$ cat config.mk
export PLATFORM = sky130hd
export DESIGN_NAME = emesh_rx_merge_flat
export DESIGN_NICKNAME = d
export VERILOG_FILES = /design/src/rtl/emesh_rx_merge_if.sv /design/src/rtl/emesh_rx_merge.sv /design/src/flat_wrapper.sv
export SDC_FILE = /design/constraint.sdc
export NUM_CORES = 1
export LEC_CHECK = 0
export ABC_AREA = 1
export ABC_CLOCK_PERIOD_IN_PS = 6630
export CAP_MARGIN = 20
export CORE_AREA = 5 5 183 185
export CTS_CLUSTER_SIZE = 10
export DETAILED_ROUTE_END_ITERATION = 10
export DIE_AREA = 0 0 188 190
export SYNTH_ARGS = -nofsm -noshare
export SYNTH_HDL_FRONTEND = slang
export SYNTH_SLANG_ARGS = --single-unit
export TNS_END_PERCENT = 50
$ cat constraint.sdc
create_clock -name clk -period 6.63 [get_ports clk]
set_clock_uncertainty 0.1 [all_clocks]
set_input_delay 0.663 -clock clk [delete_from_list [all_inputs] [get_ports clk]]
set_output_delay 0.663 -clock clk [all_outputs]
set_load 0.005 [all_outputs]
$ cat src/rtl/emesh_rx_merge_if.sv
// Bundle of the three elink receive streams, the merged emesh output and the
// debug accept counters for emesh_rx_merge.
interface emesh_rx_merge_if #(
    parameter int PW = 104,
    parameter int CW = 16
);
    logic          rxwr_access;
    logic [PW-1:0] rxwr_packet;
    logic          rxwr_wait;
    logic          rxrd_access;
    logic [PW-1:0] rxrd_packet;
    logic          rxrd_wait;
    logic          rxrr_access;
    logic [PW-1:0] rxrr_packet;
    logic          rxrr_wait;
    logic          access_out;
    logic [PW-1:0] packet_out;
    logic          wait_in;
    logic [CW-1:0] cnt_wr;
    logic [CW-1:0] cnt_rd;
    logic [CW-1:0] cnt_rr;

    // Environment side: drives the sources and the consumer pushback.
    modport master (
        output rxwr_access, rxwr_packet, rxrd_access, rxrd_packet,
               rxrr_access, rxrr_packet, wait_in,
        input  rxwr_wait, rxrd_wait, rxrr_wait, access_out, packet_out,
               cnt_wr, cnt_rd, cnt_rr
    );

    // Merge block side.
    modport slave (
        input  rxwr_access, rxwr_packet, rxrd_access, rxrd_packet,
               rxrr_access, rxrr_packet, wait_in,
        output rxwr_wait, rxrd_wait, rxrr_wait, access_out, packet_out,
               cnt_wr, cnt_rd, cnt_rr
    );
endinterface

$ cat src/rtl/emesh_rx_merge.sv
// Merges the elink rxwr/rxrd/rxrr master streams into one registered emesh
// stream with round-robin (or fixed) arbitration and per-source accept counters.
module emesh_rx_merge #(
    parameter int PW    = 104,
    parameter int CW    = 16,
    parameter int FIXED = 0
) (
    input logic           clk,
    input logic           reset,
    emesh_rx_merge_if.slave bus
);
    logic [2:0]    acc;
    logic [2:0]    gnt;
    logic [2:0]    acpt;
    logic [1:0]    ptr;
    logic [PW-1:0] pkt_sel;

    assign acc  = {bus.rxrr_access, bus.rxrd_access, bus.rxwr_access};
    assign acpt = gnt & {3{~bus.wait_in}};

    // Index 0=wr, 1=rd, 2=rr; round-robin scans upward from ptr modulo 3.
    always_comb begin
        gnt = '0;
        if (FIXED != 0) begin
            if (acc[2])      gnt = 3'b100;
            else if (acc[1]) gnt = 3'b010;
            else if (acc[0]) gnt = 3'b001;
        end else begin
            case (ptr)
                2'd1: begin
                    if (acc[1])      gnt = 3'b010;
                    else if (acc[2]) gnt = 3'b100;
                    else if (acc[0]) gnt = 3'b001;
                end
                2'd2: begin
                    if (acc[2])      gnt = 3'b100;
                    else if (acc[0]) gnt = 3'b001;
                    else if (acc[1]) gnt = 3'b010;
                end
                default: begin
                    if (acc[0])      gnt = 3'b001;
                    else if (acc[1]) gnt = 3'b010;
                    else if (acc[2]) gnt = 3'b100;
                end
            endcase
        end
    end

    assign bus.rxwr_wait = bus.wait_in | (acc[0] & ~gnt[0]);
    assign bus.rxrd_wait = bus.wait_in | (acc[1] & ~gnt[1]);
    assign bus.rxrr_wait = bus.wait_in | (acc[2] & ~gnt[2]);

    always_comb begin
        pkt_sel = bus.rxwr_packet;
        if (gnt[1]) pkt_sel = bus.rxrd_packet;
        if (gnt[2]) pkt_sel = bus.rxrr_packet;
    end

    always_ff @(posedge clk or posedge reset) begin
        if (reset) begin
            ptr <= 2'd0;
        end else if (acpt[0]) begin
            ptr <= 2'd1;
        end else if (acpt[1]) begin
            ptr <= 2'd2;
        end else if (acpt[2]) begin
            ptr <= 2'd0;
        end
    end

    // Output register only loads while the consumer is not pushing back.
    always_ff @(posedge clk or posedge reset) begin
        if (reset) begin
            bus.access_out <= 1'b0;
            bus.packet_out <= '0;
        end else if (!bus.wait_in) begin
            bus.access_out <= |gnt;
            if (|gnt) bus.packet_out <= pkt_sel;
        end
    end

    always_ff @(posedge clk or posedge reset) begin
        if (reset) begin
            bus.cnt_wr <= '0;
            bus.cnt_rd <= '0;
            bus.cnt_rr <= '0;
        end else begin
            if (acpt[0]) bus.cnt_wr <= bus.cnt_wr + 1'b1;
            if (acpt[1]) bus.cnt_rd <= bus.cnt_rd + 1'b1;
            if (acpt[2]) bus.cnt_rr <= bus.cnt_rr + 1'b1;
        end
    end
endmodule

$ cat src/flat_wrapper.sv
// flat-port wrapper written by rule: the top's interface ports become plain ports
module emesh_rx_merge_flat 
#(
    parameter int PW    = 104,
    parameter int CW    = 16,
    parameter int FIXED = 0
)
  (clk, reset, bus_rxwr_access, bus_rxwr_packet, bus_rxrd_access, bus_rxrd_packet, bus_rxrr_access, bus_rxrr_packet, bus_wait_in, bus_rxwr_wait, bus_rxrd_wait, bus_rxrr_wait, bus_access_out, bus_packet_out, bus_cnt_wr, bus_cnt_rd, bus_cnt_rr);
  emesh_rx_merge_if #(.PW(PW), .CW(CW)) bus_i ();
  input logic clk;
  input logic reset;
  input wire logic [$bits(bus_i.rxwr_access)-1:0] bus_rxwr_access;
  input wire logic [$bits(bus_i.rxwr_packet)-1:0] bus_rxwr_packet;
  input wire logic [$bits(bus_i.rxrd_access)-1:0] bus_rxrd_access;
  input wire logic [$bits(bus_i.rxrd_packet)-1:0] bus_rxrd_packet;
  input wire logic [$bits(bus_i.rxrr_access)-1:0] bus_rxrr_access;
  input wire logic [$bits(bus_i.rxrr_packet)-1:0] bus_rxrr_packet;
  input wire logic [$bits(bus_i.wait_in)-1:0] bus_wait_in;
  output wire logic [$bits(bus_i.rxwr_wait)-1:0] bus_rxwr_wait;
  output wire logic [$bits(bus_i.rxrd_wait)-1:0] bus_rxrd_wait;
  output wire logic [$bits(bus_i.rxrr_wait)-1:0] bus_rxrr_wait;
  output wire logic [$bits(bus_i.access_out)-1:0] bus_access_out;
  output wire logic [$bits(bus_i.packet_out)-1:0] bus_packet_out;
  output wire logic [$bits(bus_i.cnt_wr)-1:0] bus_cnt_wr;
  output wire logic [$bits(bus_i.cnt_rd)-1:0] bus_cnt_rd;
  output wire logic [$bits(bus_i.cnt_rr)-1:0] bus_cnt_rr;
  assign bus_i.rxwr_access = bus_rxwr_access;
  assign bus_i.rxwr_packet = bus_rxwr_packet;
  assign bus_i.rxrd_access = bus_rxrd_access;
  assign bus_i.rxrd_packet = bus_rxrd_packet;
  assign bus_i.rxrr_access = bus_rxrr_access;
  assign bus_i.rxrr_packet = bus_rxrr_packet;
  assign bus_i.wait_in = bus_wait_in;
  assign bus_rxwr_wait = bus_i.rxwr_wait;
  assign bus_rxrd_wait = bus_i.rxrd_wait;
  assign bus_rxrr_wait = bus_i.rxrr_wait;
  assign bus_access_out = bus_i.access_out;
  assign bus_packet_out = bus_i.packet_out;
  assign bus_cnt_wr = bus_i.cnt_wr;
  assign bus_cnt_rd = bus_i.cnt_rd;
  assign bus_cnt_rr = bus_i.cnt_rr;
  emesh_rx_merge #(.PW(PW), .CW(CW), .FIXED(FIXED)) u_core (.clk(clk), .reset(reset), .bus(bus_i));
endmodule
==> flow_summary.ini, run 1 <==
[timing]
hold_viol_final = 0
fmax_ghz = 0.2582
setup_viol = 0
fin_crit_ns = 3.872
min_period_over_period_pct = 58.41
worst_slew_pin_slew_ns = 1.097
tns_ns = 0
rsz0062_at_grt = no
maxSlewViolCount = 0
setup_slack_ns = 2.758
max-slew-margin-rel_pct = 26.85

[global_route]
antenna_found_initial = 5
grt_pass1_vias = 10694
grt_start_max_net_pins = 112
grt_use_met3_pct = 7.633
use_met1_pct = 25.95
met2_usage_pct = 36.86
overflow = 0
busiest_layer = met2
groute.usage.overall_pct = 21.51
grt_pass1_wl_um = 61510

[drt]
vias = 10685
dr.first_iter.drc_count = 637
routed_wl_um = 40050
antenna_left = 0
route.detailed.drc = 0
via_per_inst = 5.078
wl_per_cell_um = 19.03
drtPass1Iterations = 5

[cts]
cts_tree = done
numCtsBuffers = 17
clk-insertion-delay-late_ns = 0.42
cts_setup_buffers = 0
cts_root_buffer = clkbuf_16
clk_pin_slew_ns = 0.08
ctsHoldBuffers = 0
cts.sinks = 155
clockBufferDepth = 2
cts_resized = 0
cts.htree.levels = 4

[power]
power.clock.fraction_pct = 17.5
swShare_pct = 42.54
power.total_uw = 5966
p_leak_uw = 0.006586
seq_power_share_pct = 27.5
power.density_nw_per_um2 = 397.4
max-vdd-ir-drop_mv = 0.3181
p_int_uw = 3428
p_sw_uw = 2537
combinationalPowerShare_pct = 55.0

[die]
die_width_um = 188
start_util_pct = 29.68
rows = 66
coreArea_um2 = 31880
die_area_um2 = 35720
die_h_um = 190
ios = 474

[run]
cap_viol_max_count = 0

[worst_setup_path]
crit_path_max_fanout = 59
critPathRequiredTime_ns = 5.87
criticalPathCategory = primary input to output pin
endpoint_kind = output pin
crit_path_start_kind = primary input
critical_path_arrival_ns = 3.11

[placement]
dp_hpwl_um = 28770
pre_cts_slack_ns = 2.586
globalplace.congestion = 0.8763
io_buffers = 473

[synthesis]
syn_inst = 1286
synth_edf_count = 0
ys.flop_type = dfrtp_1
synthArstFlopShare_pct = 100.0
yosys_register_bits = 155
syn_avg_cell_area_um2 = 7.356
yosys.cell_types.count = 30
synth_area_um2 = 9460
synth_warnings = 0
seq_area_frac_synth_pct = 41.00
syn-num-nets = 1609

[outcome]
status = complete, no violations

[finish]
layout-drive-gt1-share_pct = 5.074
syn_to_final_growth_pct = 58.68
fillCellCount = 3140
final_nets = 2005

[worst_hold_path]
min_path_type = flop to flop
## cell usage in the layout, fill, tap and decap left out, types with 2 or more instances in the layout
cell type,instances
clkdlybuf4s50_1,472
nand2_4,2
o21ai_0,13
nand4_4,2
xor2_1,27
buf_4,10
clkbuf_16,17
inv_8,2
nand3_4,3
inv_2,2
nand4_1,112
bufinv_16,2
nand3_1,332
or2_0,68
buf_12,2
dfrtp_1,155
nand2_1,321
or2_1,7
nor3_1,12
or2_2,29
xnor2_1,6
inv_6,7
ha_1,5
inv_1,34
nand3b_1,2
nor2_1,37
nor2_2,2
nor3b_1,2
## path summary, 6_finish.rpt
check,from,endpoint,slack [ns],cells past startpoint
hold / removal,u_core.bus.access_out,u_core.bus.access_out,0.41,1
setup reg to reg,u_core.ptr[0],u_core.ptr[0],3.29,7
hold reg to reg,u_core.bus.access_out,u_core.bus.access_out,0.41,1
min in group asynchronous,reset,u_core.bus.packet_out[61],0.69,2
max in group asynchronous,reset,u_core.bus.packet_out[60],4.29,3
setup / recovery,bus_rxrr_access,bus_rxrd_wait,2.76,8
## final cells by class
| class | instances | area (um^2) | area share [%] |
|---|---|---|---|
| flip-flops and latches | 155 | 3879 | 25.84 |
| repair buffers | 484 | 4840 | 32.24 |
| clock buffers | 18 | 439.2 | 2.925 |
| diodes | 1 | 2.502 | 0.01667 |
| well taps | 408 | 510.5 | 3.401 |
| multi-input cells | 987 | 5025 | 33.47 |
| clock inverters | 14 | 172.7 | 1.150 |
| inverters | 37 | 143.9 | 0.9585 |
## power groups by stage
| stage | sequential (uW) | combinational [uW] | clock, uW |
|---|---|---|---|
| final | 1640 | 3280 | 1040 |
| after global routing | 1690 | 3640 | 1110 |
| after CTS | 1640 | 3320 | 1070 |
| after detailed placement | 1650 | 3310 | 0 |
| after global placement | 1630 | 3270 | 0 |
| after floorplan | 1640 | 1720 | 0 |
## routing by layer
layer,share of wire [%],vias to the layer above
met5,0.070,-
met4,1.9,6
met3,8.4,50
met2,50,388
met1,40,5087
li1,-,5154
## cells by family (layout without fill, tap and decap cells)
family / count (synthesis) / in the layout / synth area share, %
compound gates: 16 / 16 / 0.8861
simple gates: 933 / 933 / 47.90
buf+inv: 144 / 553 / 6.494
other cells: 0 / 1 / 0
flops: 155 / 155 / 41.00
fa+ha+maj: 5 / 5 / 0.6613
xor+xnor: 33 / 33 / 3.055
## critical path, stage by stage
cell and delay (ns):
clkdlybuf4s50_1 0.56, nand2_1 0.22, nand3_1 0.15, nand2_4 0.12, buf_4 0.46, buf_12 0.31, o21ai_0 0.12, clkdlybuf4s50_1 0.47
## stage by stage
step	hold WS, ns	std cells	cell area (um^2)	util (%)
after global placement	0.3840	2069	14360	45.04
after global routing	0.4225	2104	15010	47.10
final	0.4067	2104	15010	47.10
after CTS	0.4049	2101	14970	46.96
after floorplan	0.3769	1286	9460	-
after detailed placement	0.3879	2069	14360	45.04
## Yosys cell counts (all sizes together) (2+ instances only)
| cell | count | share of area [%] |
|---|---|---|
| dfrtp | 155 | 41 |
| nor3 | 12 | 0.63 |
| buf | 50 | 2.8 |
| or2 | 104 | 6.9 |
| nand3 | 335 | 18 |
| xnor2 | 6 | 0.56 |
| ha | 5 | 0.66 |
| nor2 | 39 | 1.6 |
| o21ai | 14 | 0.74 |
| clkbuf | 57 | 2.3 |
| nor3b | 2 | 0.16 |
| nand4 | 114 | 7.7 |
| xor2 | 27 | 2.5 |
| nand2 | 324 | 13 |
| inv | 37 | 1.5 |
| nand3b | 2 | 0.16 |
## flip-flops by register name, summed over array words and instances, names as in the netlist
register,cells
u_core.bus.packet_out,104
u_core.ptr,2
u_core.bus.cnt_wr,16
u_core.bus.access_out,1
u_core.bus.cnt_rd,16
u_core.bus.cnt_rr,16
No activity file was read; power rests on OpenSTA's default activity.
==> inputs of run 2 (changes only) <==
--- a/config.mk
+++ b/config.mk
@@ -6,12 +6,13 @@
 export NUM_CORES = 1
 export LEC_CHECK = 0
 export ABC_AREA = 1
-export ABC_CLOCK_PERIOD_IN_PS = 6630
+export ABC_CLOCK_PERIOD_IN_PS = 3290
 export CAP_MARGIN = 20
-export CORE_AREA = 5 5 183 185
+export CORE_AREA = 5 5 181 183
 export CTS_CLUSTER_SIZE = 10
 export DETAILED_ROUTE_END_ITERATION = 10
-export DIE_AREA = 0 0 188 190
+export DIE_AREA = 0 0 186 188
+export PLACE_DENSITY = 0.67
 export SYNTH_ARGS = -nofsm -noshare
 export SYNTH_HDL_FRONTEND = slang
 export SYNTH_SLANG_ARGS = --single-unit
==> constraint.sdc (replaced) <==
create_clock -name clk -period 3.29 [get_ports clk]
set_clock_uncertainty 0.1 [all_clocks]
set_input_delay 0.329 -clock clk [delete_from_list [all_inputs] [get_ports clk]]
set_output_delay 0.329 -clock clk [all_outputs]
set_load 0.005 [all_outputs]
==> flow_summary.ini, run 2 (synthesis gave the netlist of run 1 again) <==
[finish]
final_nets = 2013
fillCellCount = 3052
largest-register = u_core.bus.packet_out
largest_reg_flops = 104
layout-drive-gt1-share_pct = 5.520
diodes = 0
mostFrequentLayoutCell = clkdlybuf4s50_1
syn_to_final_growth_pct = 59.53
final_cell_mix = clkdlybuf4s50_1 (472), nand3_1 (332), nand2_1 (321), dfrtp_1 (155), nand4_1 (112)

[outcome]
status = complete, no violations

[cts]
numCtsBuffers = 17
clk_pin_slew_ns = 0.07
cts.htree.levels = 4
cts_resized = 0
clk-insertion-delay-late_ns = 0.42
cts_root_buffer = clkbuf_16
cts_setup_buffers = 0
cts.sinks = 155
clockBufferDepth = 2
cts_tree = done
ctsHoldBuffers = 0

[drt]
dr.first_iter.drc_count = 702
wl_per_cell_um = 19.31
route.detailed.drc = 0
drtPass1Iterations = 8
antenna_left = 0
vias = 10752
routed_wl_um = 40650
via_per_inst = 5.108

[die]
die_area_um2 = 34970
die_h_um = 188
coreArea_um2 = 31070
rows = 65
start_util_pct = 30.45
ios = 474
die_width_um = 186

[worst_hold_path]
min_path_type = primary input to async pin

[timing]
setup_slack_ns = 0.4315
maxSlewViolCount = 0
rsz0062_at_grt = no
setup_viol = 0
fmax_ghz = 0.3498
min_period_over_period_pct = 86.88
worst_slew_pin_slew_ns = 1.067
fin_crit_ns = 2.858
tns_ns = 0
hold_viol_final = 0
max-slew-margin-rel_pct = 28.85

[run]
cap_viol_max_count = 0

[worst_setup_path]
critical_path_arrival_ns = 2.43
critPathRequiredTime_ns = 2.86
crit_path_max_fanout = 13
crit_path_start_kind = flop
endpoint_kind = output pin
criticalPathCategory = flop to output pin

[power]
p_leak_uw = 0.006631
max-vdd-ir-drop_mv = 0.4190
power.density_nw_per_um2 = 794.6

[placement]
io_buffers = 473
pre_cts_slack_ns = 0.6190
dp_hpwl_um = 29500
globalplace.congestion = 0.8975

[global_route]
grt_start_max_net_pins = 108
antenna_found_initial = 2
grt_pass1_vias = 10688
grt_pass1_wl_um = 62110
overflow = 0
groute.usage.overall_pct = 22.41
## run 2: worst paths after layout
| path | start | end | slack [ns] | cells past startpoint |
|---|---|---|---|---|
| max | u_core.ptr[0] | bus_rxrd_wait | 0.43 | 8 |
| min | reset | u_core.bus.access_out | 0.26 | 2 |
| max reg2reg | u_core.ptr[0] | u_core.bus.packet_out[71] | 0.78 | 11 |
| min reg2reg | u_core.bus.access_out | u_core.bus.access_out | 0.40 | 1 |
| max in group asynchronous | reset | u_core.bus.packet_out[22] | 2.04 | 3 |
| min in group clk | bus_rxrd_access | u_core.bus.packet_out[27] | 0.35 | 5 |
## run 2: critical path, cell delays in order (launching register included)
cell,delay (ns)
dfrtp_1,0.36
inv_1,0.06
ha_1,0.33
inv_2,0.08
nand2_1,0.11
nand3_1,0.16
nand2_4,0.16
o21ai_0,0.20
clkdlybuf4s50_1,0.56
## run 2: area by class of cell
type,instances,area (um^2),share of cell area (%)
clock buffer,17,425.4,2.819
clock inverter,15,130.1,0.8622
inverter,37,142.6,0.9451
multi-input combinational,987,5025,33.29
sequential,155,3879,25.70
tap,402,503.0,3.333
timing repair buffer,492,4987,33.05
## run 2: report_power, final
part | internal (uW) | switching, uW | total, uW
registers | 2730 | 607 | 3340
clock network | 995 | 911 | 1910
logic | 3080 | 3660 | 6740
total | 6810 | 5180 | 12000
## run 2: through the flow
step	std cells	hold WS [ns]	power (uW)	util (%)	instance area, um^2
CTS	2105	0.2493	12140	48.58	15090
global route	2105	0.3021	12940	48.58	15090
finish	2105	0.2559	11990	48.58	15090
detailed placement	2073	0.3814	10160	46.79	14540
floorplan	1286	0.3454	6760	-	9464
global placement	2073	0.3667	10050	46.79	14540
## run 2: layer usage
metal | up-vias | global-route usage [%] | part of all wire [%]
met4 | 4 | 6.811 | 2.6
met5 | - | 0 | 0.062
met1 | 5064 | 28.65 | 40
met2 | 454 | 37.18 | 49
li1 | 5166 | - | -
met3 | 64 | 5.761 | 7.9
==> inputs of run 3 (changes only) <==
--- a/config.mk
+++ b/config.mk
@@ -12,7 +12,9 @@
 export CTS_CLUSTER_SIZE = 10
 export DETAILED_ROUTE_END_ITERATION = 10
 export DIE_AREA = 0 0 186 188
+export GPL_ROUTABILITY_DRIVEN = 0
 export PLACE_DENSITY = 0.67
+export REMOVE_ABC_BUFFERS = 1
 export SYNTH_ARGS = -nofsm -noshare
 export SYNTH_HDL_FRONTEND = slang
 export SYNTH_SLANG_ARGS = --single-unit
==> flow_summary.ini, run 3 (synthesis gave the netlist of run 1 again) <==
[outcome]
status = complete, no violations

[power]
max-vdd-ir-drop_mv = 0.8061
power.density_nw_per_um2 = 790.6
p_leak_uw = 0.006647
combinationalPowerShare_pct = 56.2
p_int_uw = 6883
power.clock.fraction_pct = 16.0
swShare_pct = 42.54
seq_power_share_pct = 27.9
p_sw_uw = 5096

[cts]
cts_tree = done
clockBufferDepth = 2
clk_pin_slew_ns = 0.07
cts_resized = 0
clk-insertion-delay-late_ns = 0.42
ctsHoldBuffers = 0
cts.sinks = 155
numCtsBuffers = 17
cts_setup_buffers = 0
cts_root_buffer = clkbuf_16
cts.htree.levels = 4

[die]
die_area_um2 = 34970
rows = 65
die_width_um = 186
coreArea_um2 = 31070
die_h_um = 188
start_util_pct = 30.45
ios = 474

[worst_setup_path]
critPathRequiredTime_ns = 2.86
critical_path_arrival_ns = 2.42
crit_path_start_kind = flop
crit_path_max_fanout = 15
ff2ff_path_depth = 11
r2r_start = u_core.ptr[0]
setup.worst_path.start = u_core.ptr[0]
criticalPathCategory = flop to output pin
endpoint_kind = output pin

[timing]
maxSlewViolCount = 0
hold_viol_final = 0
setup_slack_ns = 0.4422
fmax_ghz = 0.3511
setup_viol = 0
worst_slew_pin_slew_ns = 0.7416
fin_crit_ns = 2.848
min_period_over_period_pct = 86.56
max-slew-margin-rel_pct = 50.56
tns_ns = 0
rsz0062_at_grt = no

[finish]
layout-drive-gt1-share_pct = 5.679
largest_reg_flops = 104
syn_to_final_growth_pct = 60.16
stdcell_area_um2 = 15150
largest-register = u_core.bus.packet_out
final_cell_mix = clkdlybuf4s50_1 (472), nand3_1 (332), nand2_1 (321), dfrtp_1 (155), nand4_1 (112)
final_nets = 2018
mostFrequentLayoutCell = clkdlybuf4s50_1

[drt]
wl_per_cell_um = 18.99
routed_wl_um = 40160
route.detailed.drc = 0
drtPass1Iterations = 6
via_per_inst = 5.139
dr.first_iter.drc_count = 739
antenna_left = 0
vias = 10868

[global_route]
antenna_found_initial = 7
groute.usage.overall_pct = 22.14
grt_pass1_wl_um = 61640
grt_start_max_net_pins = 115
overflow = 0
grt_pass1_vias = 10781

[placement]
pre_cts_slack_ns = 0.4725
io_buffers = 473
dp_hpwl_um = 28750
place_area_um2 = 14590

[run]
cap_viol_max_count = 0

[worst_hold_path]
min_path_type = primary input to async pin
-- run 3: layout make-up --
cell class | count | area (um^2)
Fill cell | 3024 | 15920
Timing Repair Buffer | 497 | 5037
Multi-Input combinational cell | 987 | 5025
Sequential cell | 155 | 3879
Tap cell | 402 | 503.0
Clock buffer | 20 | 446.7
Inverter | 37 | 143.9
Clock inverter | 12 | 105.1
Antenna cell | 5 | 12.51
-- run 3: metrics by stage --
stage,instances,total power (uW),utilization [%],hold WS [ns]
3_3_place_gp,2078,10010,46.96,0.4046
4_1_cts,2110,12090,48.73,0.08269
3_5_place_dp,2078,10120,46.96,0.4094
5_1_grt,2115,12890,48.77,0.1203
6_report,2115,11980,48.77,0.1042
2_1_floorplan,1179,6586,-,0.3459
-- run 3: per-layer routing --
metal  share of wire (%)  routed length (um)  vias to the layer above  global-route usage, %
li1                    -                   -                     5174                      -
met1                  40               16210                     5126                  29.10
met2                  49               19600                      502                  35.88
met3                 8.4                3365                       62                  5.141
met4                 2.4                 964                        4                  7.371
met5               0.067                  27                        -                      0
-- run 3: final timing paths --
path	to	slack, ns
worst max-delay path	bus_rxrr_wait	0.44
worst min-delay path	u_core.bus.cnt_rr[7]	0.10
worst max register to register	u_core.bus.packet_out[57]	0.63
worst min register to register	u_core.bus.access_out	0.42
max in group asynchronous	u_core.bus.packet_out[82]	2.32
min in group clk	u_core.bus.packet_out[72]	0.32
-- run 3: power groups by stage --
stage / registers [uW] / clock network, uW / logic (uW)
after floorplan: 3300 / 0 / 3280
after global placement: 3330 / 0 / 6680
after detailed placement: 3340 / 0 / 6790
after CTS: 3330 / 1960 / 6790
after global routing: 3430 / 2040 / 7410
final: 3340 / 1910 / 6730
-- run 3: worst max-delay path, cell delays in order, from the launching register on --
cell             delay (ns)
dfrtp_1                0.35
inv_1                  0.06
ha_1                   0.34
o21ai_1                0.24
nand3_4                0.35
nand2_1                0.15
nand2_1                0.06
clkdlybuf4s50_1        0.46
